**config.mk**
```make
export PLATFORM = sky130hd
export DESIGN_NAME = panel_alarm_ctr
export DESIGN_NICKNAME = d
export VERILOG_FILES = /design/src/rtl/panel_alarm_ctr.sv
export SDC_FILE = /design/constraint.sdc
export NUM_CORES = 1
export LEC_CHECK = 0
export BUFFER_PORTS_ARGS = -buffer_cell sky130_fd_sc_hd__buf_4
export CAP_MARGIN = 30
export CORE_UTILIZATION = 35
export DETAILED_ROUTE_END_ITERATION = 12
export SETUP_SLACK_MARGIN = 0.1
export SLEW_MARGIN = 25
export SYNTH_ARGS = -nofsm -noshare
export SYNTH_HDL_FRONTEND = slang
export SYNTH_SLANG_ARGS = --single-unit
```
**constraint.sdc**
```tcl
create_clock -name clk_20mhz -period 6 [get_ports clk_20mhz]
set_clock_uncertainty 0.2 [all_clocks]
set_input_delay 0.3 -clock clk_20mhz [delete_from_list [all_inputs] [get_ports clk_20mhz]]
set_output_delay 0.3 -clock clk_20mhz [all_outputs]
set_load 0.01 [all_outputs]
```
**src/rtl/panel_alarm_ctr.sv**
```systemverilog
// -----------------------------------------------------------------------------
// panel_alarm_ctr
//
// Front-panel alarm front-end. Each raw alarm source is synchronised, then
// glitch-filtered, then latched into a sticky flag. The sticky flags drive the
// panel alarm LED:
//   - steady lit while any critical source is latched,
//   - blinking while only minor sources are latched,
//   - dark otherwise.
//
// Ports
//   clk_20mhz      in   1          system clock
//   rst            in   1          synchronous reset, active-high
//   alarm_in       in   ALARM_NUM  raw alarm sources (asynchronous, active-high)
//   alarm_mask     in   ALARM_NUM  1 = source disabled (no new latch, not active)
//   alarm_clr      in   1          one-cycle pulse: clear latched alarms that
//                                  are no longer present
//   waring_led     out  1          panel alarm LED, active-low (0 = lit)
//   alarm_latched  out  ALARM_NUM  sticky alarm flags
//   alarm_active   out  1          any filtered, unmasked alarm present
//   alarm_cnt      out  8          saturating count of new-alarm events
// -----------------------------------------------------------------------------
module panel_alarm_ctr #(
    parameter int                   ALARM_NUM  = 4,
    parameter int                   FILT_CNT   = 200000,
    parameter int                   BLINK_HALF = 10000000,
    parameter logic [ALARM_NUM-1:0] CRIT_MASK  = ALARM_NUM'(1)
) (
    input  logic                 clk_20mhz,
    input  logic                 rst,
    input  logic [ALARM_NUM-1:0] alarm_in,
    input  logic [ALARM_NUM-1:0] alarm_mask,
    input  logic                 alarm_clr,
    output logic                 waring_led,
    output logic [ALARM_NUM-1:0] alarm_latched,
    output logic                 alarm_active,
    output logic [7:0]           alarm_cnt
);

    localparam int             FW        = $clog2(FILT_CNT);
    localparam logic [FW-1:0]  FILT_LAST = FW'(FILT_CNT - 1);
    localparam int             TW        = $clog2(2 * BLINK_HALF);
    localparam logic [TW-1:0]  TMR_LAST  = TW'(2 * BLINK_HALF - 1);
    localparam logic [TW-1:0]  TMR_HALF  = TW'(BLINK_HALF);

    typedef enum logic [1:0] {
        LED_OFF    = 2'd0,
        LED_STEADY = 2'd1,
        LED_BLINK  = 2'd2
    } led_state_t;

    logic [ALARM_NUM-1:0] filtered;

    // -------------------------------------------------------------------------
    // Per-source synchroniser and glitch filter. The filtered level only
    // follows the synchronised input after FILT_CNT consecutive cycles of
    // disagreement; any agreeing cycle restarts the count.
    // -------------------------------------------------------------------------
    genvar gi;
    generate
        for (gi = 0; gi < ALARM_NUM; gi++) begin : g_chan
            logic          sync1_reg;
            logic          sync2_reg;
            logic          filt_reg;
            logic [FW-1:0] filt_cnt_reg;

            always_ff @(posedge clk_20mhz) begin
                if (rst) begin
                    sync1_reg    <= 1'b0;
                    sync2_reg    <= 1'b0;
                    filt_reg     <= 1'b0;
                    filt_cnt_reg <= '0;
                end else begin
                    sync1_reg <= alarm_in[gi];
                    sync2_reg <= sync1_reg;
                    if (sync2_reg != filt_reg) begin
                        if (filt_cnt_reg == FILT_LAST) begin
                            filt_reg     <= sync2_reg;
                            filt_cnt_reg <= '0;
                        end else begin
                            filt_cnt_reg <= filt_cnt_reg + FW'(1);
                        end
                    end else begin
                        filt_cnt_reg <= '0;
                    end
                end
            end

            assign filtered[gi] = filt_reg;
        end
    endgenerate

    // -------------------------------------------------------------------------
    // Latching, activity and event counting
    // -------------------------------------------------------------------------
    logic [ALARM_NUM-1:0] filtered_d_reg;
    logic [ALARM_NUM-1:0] latched_reg, latched_next;
    logic                 active_reg;
    logic [7:0]           cnt_reg, cnt_next;
    logic [ALARM_NUM-1:0] new_evt;
    logic [ALARM_NUM-1:0] present;
    logic [ALARM_NUM-1:0] clr_bits;

    always_comb begin
        new_evt  = filtered & ~filtered_d_reg & ~alarm_mask;
        present  = filtered & ~alarm_mask;
        // A clear only drops flags whose source has gone away (or is masked);
        // new events are OR-ed in afterwards so a same-cycle set always wins.
        clr_bits = alarm_clr ? ~present : '0;
        latched_next = (latched_reg & ~clr_bits) | new_evt;

        cnt_next = cnt_reg;
        if ((|new_evt) && (cnt_reg != 8'hFF)) begin
            cnt_next = cnt_reg + 8'd1;
        end
    end

    always_ff @(posedge clk_20mhz) begin
        if (rst) begin
            filtered_d_reg <= '0;
            latched_reg    <= '0;
            active_reg     <= 1'b0;
            cnt_reg        <= 8'd0;
        end else begin
            filtered_d_reg <= filtered;
            latched_reg    <= latched_next;
            active_reg     <= |present;
            cnt_reg        <= cnt_next;
        end
    end

    // -------------------------------------------------------------------------
    // LED FSM and blink timer
    // -------------------------------------------------------------------------
    led_state_t    state_reg, state_next;
    logic [TW-1:0] timer_reg, timer_next;
    logic          led_reg, led_next;

    always_comb begin
        state_next = LED_OFF;
        if (|(latched_reg & CRIT_MASK)) begin
            state_next = LED_STEADY;
        end else if (|latched_reg) begin
            state_next = LED_BLINK;
        end

        // Timer only runs while staying in BLINK; any entry into BLINK
        // starts from zero so the first half-period is lit.
        timer_next = '0;
        if ((state_next == LED_BLINK) && (state_reg == LED_BLINK)) begin
            timer_next = (timer_reg == TMR_LAST) ? '0 : timer_reg + TW'(1);
        end

        led_next = 1'b1;
        case (state_reg)
            LED_STEADY: led_next = 1'b0;
            LED_BLINK:  led_next = (timer_reg >= TMR_HALF);
            default:    led_next = 1'b1;
        endcase
    end

    always_ff @(posedge clk_20mhz) begin
        if (rst) begin
            state_reg <= LED_OFF;
            timer_reg <= '0;
            led_reg   <= 1'b1;
        end else begin
            state_reg <= state_next;
            timer_reg <= timer_next;
            led_reg   <= led_next;
        end
    end

    assign waring_led    = led_reg;
    assign alarm_latched = latched_reg;
    assign alarm_active  = active_reg;
    assign alarm_cnt     = cnt_reg;

endmodule
```
After elaboration in Yosys (flattened, before gate mapping) --
Index checks and enable logic that the tools add are counted.
Word-level totals: bits in registers 129, output and inout port bits 14, word-level logic and storage cells 75
Cells by class: add/subtract/negate cells 6, order comparisons 1, equality and inequality tests 13, mux-type cells 4, bitwise logic cells 14, reductions and logical operators 14
Operators with widths (number):
- 18-bit by 1-bit adder with 18-bit output (second input constant) | 4
- 18-bit == test (second input constant) | 4
- 25-bit by 1-bit adder with 25-bit output (second input constant) | 1
- 25-bit == test (second input constant) | 1
- 25-bit by 24-bit greater-or-equal comparator with 1-bit output (second input constant) | 1
- 4-bit AND | 4
- 4-bit NOT | 4
- 3-bit OR reduction | 5
- 4-bit OR reduction | 3
- 8-bit by 1-bit adder with 8-bit output (second input constant) | 1
- 8-bit != test (second input constant) | 1
- 2-bit AND reduction | 4
- 1-bit NOT | 5
- 2-bit == test (second input constant) | 2
- 2-bit 2-to-1 mux | 2
- 4-bit 2-to-1 mux | 1
- 1-bit != test | 4
- 4-bit OR | 1
- 2-bit by 1-bit == test with 1-bit output (second input constant) | 1
- 1-bit logical AND | 2
- 1-bit case mux with 2 select lines | 1

Depth between registers and ports, before layout --
depth in word-level cells 7, depth in mapped cells 7

Worst setup path after synthesis --
OpenSTA, ideal clock, no wires.
path type reg-to-reg, start reg timer_reg[0], end reg timer_reg[22], library setup time 0.072 ns, data arrival time 1.776 ns, required time 5.728 ns, path slack 3.952 ns, stages on the path, launching flop included 7, buffers on the path 1, cell sequence dfxtp_1 -> ha_1 -> nand2_1 -> or3_1 -> buf_2 -> or4_1 -> a21oi_1
On the way: longest elaborated chain between the ends 2, elaborated cells on any way between the ends 3, classes of those cells add/sub: 1; eq/ne: 1; reduce/logical: 1
RTL lines:
- start, declared | RTL line 136 | logic [TW-1:0] timer_reg, timer_next;
- start signal, assigned | RTL line 169 | timer_reg <= timer_next;
- parallel branches: the longest is 2 deep, another holds 25-bit by 1-bit adder with 25-bit output
Parallel ways; which one is timed is not known. A chain may end at the register's enable or synchronous reset.

Worst setup path in the final report --
start reg timer_reg[2], end reg timer_reg[11]
Same word-level chain as after synthesis.

==> out/results.tsv <==
stage	metric	value	unit
setup_path	regToRegStartpoint	timer_reg[2]	
clock_network	tritoncts	yes	
setup_path	cp.arrival	2.56	ns
sta	layout_min_cycle_time	2.49	ns
sta	slew_violations	0	
run	maxCapViolCount	0	
pwr	fin_total_pwr	1.94	mW
final_layout	layout.nets	726	
final_layout	multi_input_area	0.00312	mm²
clock_network	postCtsSetupRepairBufs	0	
yosys	synth_compound_area_frac	0.109	
setup_path	r2r_end	timer_reg[11]	
yosys	synth_top_family_by_area	simple AND/OR/NAND/NOR gates	
sta	fin_crit_sh	0.416	
worst_hold_path	holdCritStartpoint	alarm_clr	
final_layout	stdcell_count	941	
placed_design	place_inst	905	
yosys	muxShareOfSynthArea	0	
setup_path	worst-setup-path-type	register to register	
final_layout	n_antenna_cell	0	
yosys	ys_top_cells_by_area	dfxtp_1 44%, nor2_1 4.7%, xnor2_1 4.3%	
placed_design	hpwl	8660	µm
yosys	syn-num-nets	704	
floorplan	dieArea	0.0174	mm²
final_layout	regArea	0.00258	mm²
grt	grt_pass1_vias	4736	
routing	drt_first_pass_iters	4	
grt	grtUsageTotal	0.156	
pwr	irDropWorstVdd	244	µV
clock_network	clk_latency	0.42	ns
yosys	async_reset_ff_frac	0	
routing	drt-initial-drc-count	221	
grt	grt_max_degree	40	
worst_hold_path	hold_end	alarm_latched[1]	
placed_design	gp_congestion	0.822	
routing	routedWlPerCell	13.3	µm
clock_network	numClockSinks	129	
pwr	cellLeakagePower	2.15	nW
yosys	synth_warnings	0	
yosys	synthDistinctLibCells	50	
routing	drcViolationCount	0	
yosys	netlist.area_leader.share	0.438	
final_layout	fillers	1629	
worst_hold_path	min_delay_path_depth	4	
routing	route.vias.total	4931	
setup_path	cp_max_fo	17	
final_layout	largest_reg_flops	72	
clock_network	cts.clk_slew.worst_paths	0.06	ns
setup_path	critPathLaunchType	register	
yosys	yosys_register_bits	129	
sta	hold_viol	0	
grt	grt_overflow	0	
routing	finalWirelength	12500	µm
pwr	p_per_area	281	mW/mm²
clock_network	htreeDepth	4	
placed_design	dpl-instance-area	0.00625	mm²
yosys	synth_area	0.00589	mm²
floorplan	core	0.0165	mm²
final_layout	final_util	0.418	
run_status	status	finished clean	
yosys	synth_fa_ha_area_frac	0.0149	
grt	antenna_found_initial	0	
yosys	synth_largest_area_cell	dfxtp_1	
sta	setup_violations	0	
sta	grt_setup_unrepaired	false	
sta	fmax	401	MHz
yosys	yosysSeqAreaShare	0.438	
yosys	synth_xor_area_frac	0.0862	
floorplan	initial_utilization	0.357	
setup_path	endpoint_kind	register	
sta	timing.slew.headroom	0.359	
sta	fin_tns_setup	0	ns
clock_network	cts_root_buffer	clkbuf_16	
yosys	postSynthCellCount	686	
final_layout	area_growth	17.1	%
setup_path	required	6.07	ns
grt	grt_first_pass_wirelength	22100	µm
yosys	ys.flop_type	dfxtp_1	
floorplan	die_y	132	µm
yosys	synth_edf_count	0	
placed_design	numPortBuffers	24	
final_layout	drive_gt1_frac	0.0902	
sta	worst_pin_slew	0.953	ns
yosys	synth.avg_cell_area	8.59	µm²
floorplan	num_rows	47	
yosys	yosys.area_share.simple	0.319	
setup_path	reg2regPathDepth	4	
floorplan	ioPinCount	25	
routing	viasPerCell	5.24	
setup_path	reg2reg_setup_slack	3.51	ns
clock_network	clockBufferDepth	2	
final_layout	fin_area	0.00690	mm²
worst_hold_path	hold_path_class	input port to register	
floorplan	fp.dieW	132	µm
clock_network	cts_made_buffers	17	
routing	ant_nets	0	
==> cells in the mapped netlist (2+ instances only) <==
master     number
clkbuf_1       15
and3_1         10
nand2_1        41
or4_1          26
o21ai_2         4
buf_2           7
nor4_1         15
inv_1          22
xor2_1         29
nand3_1        38
a31oi_1         3
buf_1           2
o2bb2ai_1       2
or3_1          23
a41oi_1         2
o211ai_1        2
and4_1         12
nor3b_1         4
nand3b_1        6
nor2_1         74
nor4bb_1        4
a311oi_1        2
nor2b_1        21
nand4b_1        2
nor4b_1         2
ha_1            7
o31ai_1        14
and4b_1         4
xnor2_1        29
dfxtp_1       129
and2_1          6
nand2b_1        6
o21ai_0        26
a21oi_1        43
nor3_1         15
nand4_1        25
==> per-layer routing <==
metal | share of wire | vias to the layer above | wire length [µm] | track usage
met2 | 0.48 | 77 | 5960 | 0.256
met5 | 0 | - | 0 | 0
met1 | 0.47 | 2296 | 5900 | 0.192
li1 | - | 2539 | - | -
met4 | 0.018 | 0 | 231 | 0.0652
met3 | 0.032 | 19 | 399 | 0.0408
==> stage by stage <==
step	hold slack (ns)	setup slack (ns)
3_3_place_gp	0.220	3.62
5_1_grt	0.0216	3.29
4_1_cts	0.00686	3.49
2_1_floorplan	0.213	3.95
6_report	0.0227	3.51
3_5_place_dp	0.229	3.52
==> critical path, cell delays in order (launching register included) <==
cell and delay, ns:
dfxtp_1 0.41, nand3_1 0.40, or3_1 0.59, o21ai_2 0.62, nor2_1 0.12
==> cell usage in the layout (no fill, tap or decap), types with 3 or more instances in the layout <==
cell type / count
or4_1: 26
a31oi_1: 3
and4_1: 12
dfxtp_1: 129
nand3b_1: 6
o31ai_1: 14
and3_1: 10
xor2_1: 29
a21oi_1: 43
buf_4: 25
o21ai_2: 5
and4b_1: 4
nand3_1: 38
nand4_1: 25
nor2_1: 74
nor4bb_1: 4
clkinvlp_4: 4
xnor2_1: 29
bufinv_16: 3
and2_1: 6
nand2_1: 41
nor3b_1: 4
inv_1: 22
o21ai_0: 26
clkbuf_16: 17
nor3_1: 15
nand2b_1: 6
nor2b_1: 21
or3_1: 23
nor4_1: 15
dlygate4sd3_1: 4
ha_1: 7
==> kinds of logic (layout without fill, tap and decap cells) <==
logic type / Yosys count / in the layout
buffers and inverters: 48 / 83
xor gates and xnor gates: 58 / 58
AOI/OAI and AO/OA: 107 / 107
and+or+nand+nor: 337 / 337
adders and majority gates: 7 / 7
DFF: 129 / 129
==> cell type report <==
class | instances | share of cell area
timing repair buffer | 29 | 0.0330
inverter | 22 | 0.0120
clock inverter | 12 | 0.0227
clock buffer | 20 | 0.0662
sequential | 129 | 0.374
tap | 220 | 0.0399
multi-input combinational | 509 | 0.452
==> worst max path at each step <==
| stage | start | end |
|---|---|---|
| after CTS | timer_reg[2] | timer_reg[11] |
| after global placement | timer_reg[2] | timer_reg[13] |
| final | timer_reg[2] | timer_reg[11] |
| after global routing | timer_reg[2] | timer_reg[13] |
| after floorplan | timer_reg[0] | timer_reg[22] |
| after detailed placement | timer_reg[2] | timer_reg[11] |
==> where the power goes <==
part           switching (mW)  total [mW]  leakage [nW]  internal [mW]
sequential            0.00150       0.862          1.04          0.860
clock                   0.379        1.06         0.289          0.676
combinational          0.0126      0.0223         0.822        0.00970
==> repair_timing <==
action | 4_1_cts | 5_1_grt
gates resized for setup | 0 | 0
hold endpoints to repair | 4 | 0
hold buffers | 4 | 0
No activity file was read; power rests on OpenSTA's default activity.
